--- config.mk ---
export PLATFORM = sky130hd
export DESIGN_NAME = mac_operand_feeder
export DESIGN_NICKNAME = d
export VERILOG_FILES = /design/src/rtl/mac_operand_feeder.sv
export SDC_FILE = /design/constraint.sdc
export NUM_CORES = 1
export LEC_CHECK = 0
export CAP_MARGIN = 25
export CORE_MARGIN = 3
export CORE_UTILIZATION = 60
export DETAILED_ROUTE_END_ITERATION = 16
export PLACE_DENSITY = 0.81
export RECOVER_POWER = 50
export SKIP_LAST_GASP = 1
export SYNTH_ARGS = -nofsm -noshare
export SYNTH_HDL_FRONTEND = slang
export SYNTH_SLANG_ARGS = --single-unit
export TNS_END_PERCENT = 50
--- constraint.sdc ---
create_clock -name clk -period 8.4 [get_ports clk]
set_input_delay 1.68 -clock clk [delete_from_list [all_inputs] [get_ports clk]]
set_output_delay 1.68 -clock clk [all_outputs]
set_load 0.01 [all_outputs]
--- src/rtl/mac_operand_feeder.sv ---
// rtl/mac_operand_feeder.sv - operand buffer and run sequencer for the MAC control path
module mac_operand_feeder #(
    parameter int DATA_W = 8,
    parameter int DEPTH  = 16,
    parameter int ADDR_W = 4
) (
    input  logic              clk,
    input  logic              rst,
    input  logic              wr_en,
    input  logic [ADDR_W-1:0] wr_addr,
    input  logic [DATA_W-1:0] wr_a,
    input  logic [DATA_W-1:0] wr_b,
    input  logic              start,
    input  logic [ADDR_W:0]   len,
    input  logic              count_enable,
    input  logic              load_out,
    output logic              go,
    output logic              cmp,
    output logic [DATA_W-1:0] a_out,
    output logic [DATA_W-1:0] b_out,
    output logic              busy,
    output logic              done,
    output logic              err
);

    typedef enum logic [2:0] {
        S_IDLE,
        S_ARM,
        S_ISSUE,
        S_RUN,
        S_FIN
    } state_t;

    localparam logic [ADDR_W:0] DEPTH_L = (ADDR_W+1)'(DEPTH);

    state_t state, state_nx;

    logic [2*DATA_W-1:0] mem [DEPTH];
    logic [ADDR_W:0]     idx;
    logic [ADDR_W:0]     len_q;
    logic                len_ok;
    logic                start_ok;
    logic                ce_ok;
    logic                err_req;
    logic                err_pend;

    assign busy     = (state != S_IDLE);
    assign go       = (state == S_ISSUE);
    assign done     = (state == S_FIN);
    assign len_ok   = (len != '0) && (len <= DEPTH_L);
    assign start_ok = (state == S_IDLE) && start && len_ok;
    assign ce_ok    = (state == S_RUN) && count_enable && (idx < len_q);
    assign err_req  = (wr_en && busy) || (start && (busy || !len_ok));

    always_comb begin
        state_nx = state;
        case (state)
            S_IDLE:  if (start_ok) state_nx = S_ARM;
            S_ARM:   state_nx = S_ISSUE;
            S_ISSUE: state_nx = S_RUN;
            S_RUN:   if (load_out) state_nx = S_FIN;
            S_FIN:   state_nx = S_IDLE;
            default: state_nx = S_IDLE;
        endcase
    end

    // Operand storage is deliberately left out of reset so a reset mid-run keeps the host's data.
    always_ff @(posedge clk) begin
        if (wr_en && !busy) begin
            mem[wr_addr] <= {wr_a, wr_b};
        end
    end

    always_ff @(posedge clk or posedge rst) begin
        if (rst) begin
            state    <= S_IDLE;
            idx      <= '0;
            len_q    <= '0;
            cmp      <= 1'b0;
            a_out    <= '0;
            b_out    <= '0;
            err      <= 1'b0;
            err_pend <= 1'b0;
        end else begin
            state <= state_nx;

            if (start_ok) begin
                len_q <= len;
                idx   <= '0;
                cmp   <= 1'b0;
            end else if (ce_ok) begin
                idx <= idx + (ADDR_W+1)'(1);
                cmp <= ((idx + (ADDR_W+1)'(1)) == len_q);
            end

            // Past the last pair the index equals len_q; holding the operands avoids showing buf[0] again.
            if (busy && (idx < len_q)) begin
                {a_out, b_out} <= mem[idx[ADDR_W-1:0]];
            end

            // A rejection landing on the cycle that enters FIN is deferred so err never overlaps done.
            if (state == S_RUN && load_out) begin
                err      <= 1'b0;
                err_pend <= err_req;
            end else begin
                err      <= err_req || err_pend;
                err_pend <= 1'b0;
            end
        end
    end

endmodule
==> summary.txt <==
Status = finished with violations
Failing checks = capacitance limit, slew limit
Final setup violating endpoints = 0
Vias in the first global route = 5875
Die W = 143 um
Kind of critical path = reg -> out
Fmax = 259 MHz
Primary FF master, synth = edfxtp_1
CP Data Arrival Time = 2.18 ns
Mapped cell area = 11200 sq um
Core footprint = 18200 sq um
Post-synthesis sequential area ratio = 0.755
Multi-input gate area = 2630 sq um
Aggregate global-route resource usage = 0.238
Worst setup SP type = flop
DP HPWL = 14400 um
Initial antenna violation count = 0
Reg-to-reg endpoint = b_out[7]
Area growth syn-to-layout = 15.4%
CP cell instances = nor3_4, inv_1, clkdlybuf4s50_1
Fin crit period = 3.86 ns
Worst-Margin Slew = 2.02 ns
# resized after CTS = 0
Clk_lat worst skew = 0.52 ns
RSZ-0062 raised after global routing = no
CTS sink count = 288
Synth cell types = 39
Worst Skew = 0.0129 ns
Leakage = 0.00426 uW
Vias = 5514
# fillers = 1017
Seq cells post-synth = 288
Post-route cell area = 13000 sq um
Worst path bufs/invs = 2
N_diodes = 0
MaxCap Viol Count = 1
Synth warn = 0
EDFF count, synth = 256
Worst Path Max Fanout = 7
Cell Int Power = 2910 uW
Nets = 652
WL per Instance = 26.9 um
Final Non-Filler Cells = 862
Post-Syn Nets = 575
RD Place Congestion = 0.775
Post-Place Cells = 815
Tcrit/Tclk final = 0.459
Max incr delay on CP = 0.53 ns
Slowest library cell on the worst path = clkdlybuf4s50_1
TritonRoute pass-1 iters = 5
Fin. max-slew vios = 33
Combinational Power Share = 0.267
Max_slew headroom = -0.350
Seq. cell area = 8490 sq um
PwrDens = 311 nW/um^2
Worst path depth = 3
Avg Vias per Cell = 6.40
P_sw = 1130 uW
Postcts setup bufs = 0
R2r setup slk = 4.94 ns
Max VDD drop = 0.187 mV
Crit. End Element = primary output
Async SR Flop Fraction = 0.111
WL final = 23200 um
Die area = 20400 sq um
Post-route ant nets = 0
Final-report hold violation count = 0
DRC = 0
Starting density of the core = 0.617
Chip height = 143 um
Cells after synthesis = 538
CTS tree = yes
Post-DP Area = 12100 sq um
I/O Pins = 52
Mapped Avg Cell Area = 20.9 sq um
R2R Path Start = idx[1]
Crit path launch = state[1]
Largest net degree at the start of global routing = 69
Clk pin slew, worst setup/hold paths = 0.06 ns
Layout cell share with drive strength beyond 1 = 0.240
Root buffer cell = clkbuf_16
H-tree Lvls = 1
First-pass GRT wire length = 35800 um
Rows = 49
TNS Setup = 0 ns
Port Buffers = 51
Gr ovfl total = 0
Crit path to = busy
CTS buffer count = 27
Top delay family on crit path = buffers and inverters
Worst endpoint required time = 6.72 ns
Net Sw Frac = 0.280
Worst hold path type = reg -> reg
R2R cell count = 6
DRT iter0 DRCs = 479
Clock buffer depth = 3
Reg power frac = 0.437
Hold-fix buffers, CTS = 0
Clock share of power = 0.296
-- sequential cells by signal (all words and copies together) (netlist names) --
signal and cells:
a_out 8, b_out 8, cmp 1, err 1, err_pend 1, idx 5, len_q 5, mem 256
state 3
-- synth_stat cells (all sizes together) (2+ instances only) --
cell | instances | area share
xnor2 | 4 | 0.0031
nand4b | 2 | 0.0016
inv | 7 | 0.0023
nand2 | 4 | 0.0013
xor2 | 4 | 0.0031
nor3 | 5 | 0.0032
clkbuf | 7 | 0.0023
edfxtp | 256 | 0.68
nor2 | 36 | 0.012
o21ai | 4 | 0.0018
mux4 | 64 | 0.13
mux2i | 17 | 0.015
buf | 16 | 0.0080
a21oi | 6 | 0.0027
nand2b | 3 | 0.0017
dfrtp | 32 | 0.071
nand3 | 8 | 0.0036
a221o | 16 | 0.014
nor4 | 2 | 0.0011
ha | 6 | 0.0067
nand4 | 4 | 0.0022
mux2 | 21 | 0.021
-- worst min path at each step --
stage | from | to | slack [ns] | depth (start not counted)
after floorplan | err_pend | err | 0.44 | 1
after global placement | err_pend | err | 0.44 | 1
after detailed placement | err_pend | err | 0.46 | 1
after CTS | err_pend | err | 0.48 | 1
after global routing | err_pend | err | 0.49 | 1
final | err_pend | err | 0.48 | 1
-- logic make-up after synthesis --
logic type / synth area share
fa+ha+maj: 0.00668
buf+inv: 0.0127
xor+xnor: 0.00623
compound gates: 0.0237
simple gates: 0.0314
flops: 0.755
mux: 0.164
-- worst reg2reg max path: stages (launching register included) --
cell       delay [ns]
dfrtp_2          0.34
buf_4            0.71
ha_1             0.39
nor2b_1          0.13
o2111ai_1        0.40
nand3_1          0.77
a221o_1          0.60
-- cell type report --
| type | instances | area share |
|---|---|---|
| Clock inverter | 19 | 0.0149 |
| Inverter | 7 | 0.00203 |
| Multi-Input combinational cell | 220 | 0.203 |
| Sequential cell | 288 | 0.655 |
| Timing Repair Buffer | 71 | 0.0509 |
| Tap cell | 229 | 0.0221 |
| Clock buffer | 28 | 0.0524 |
-- power by group through the flow --
stage | Combinational (uW) | Clock, uW | Sequential, uW
2_1_floorplan | 759 | 0 | 1750
3_3_place_gp | 1050 | 0 | 1790
3_5_place_dp | 1080 | 0 | 1800
4_1_cts | 1090 | 1210 | 1770
5_1_grt | 1150 | 1270 | 1780
6_report | 1080 | 1200 | 1770
-- layer usage --
layer | vias up | share of wire | global-route usage | routed length [um]
met5 | - | 0 | 0 | 0
met2 | 219 | 0.53 | 0.400 | 12200
li1 | 2381 | - | - | -
met1 | 2870 | 0.38 | 0.319 | 8900
met3 | 44 | 0.060 | 0.0432 | 1400
met4 | 0 | 0.031 | 0.0815 | 714
-- per-stage QoR --
stage	utilization	total power [uW]	hold WS (ns)	setup slack [ns]
final	0.712	4040	0.481	4.54
after global routing	0.712	4210	0.492	4.28
after CTS	0.713	4070	0.476	4.54
after floorplan	-	2510	0.436	4.44
after global placement	0.664	2840	0.444	4.03
after detailed placement	0.665	2870	0.456	4.29
-- cells in the final DEF, fill, tap and decap left out, drive strengths merged, types with 7 or more instances in the layout --
cell,synthesis,final
dlygate4sd3,0,19
mux4,64,64
mux2,21,21
mux2i,17,17
clkdlybuf4s50,0,32
clkinv,0,13
a221o,16,16
nand3,8,8
edfxtp,256,256
dfrtp,32,32
clkbuf,7,30
inv,7,7
nor2,36,36
buf,16,18
Note: power is estimated with default switching activity, not from simulation.
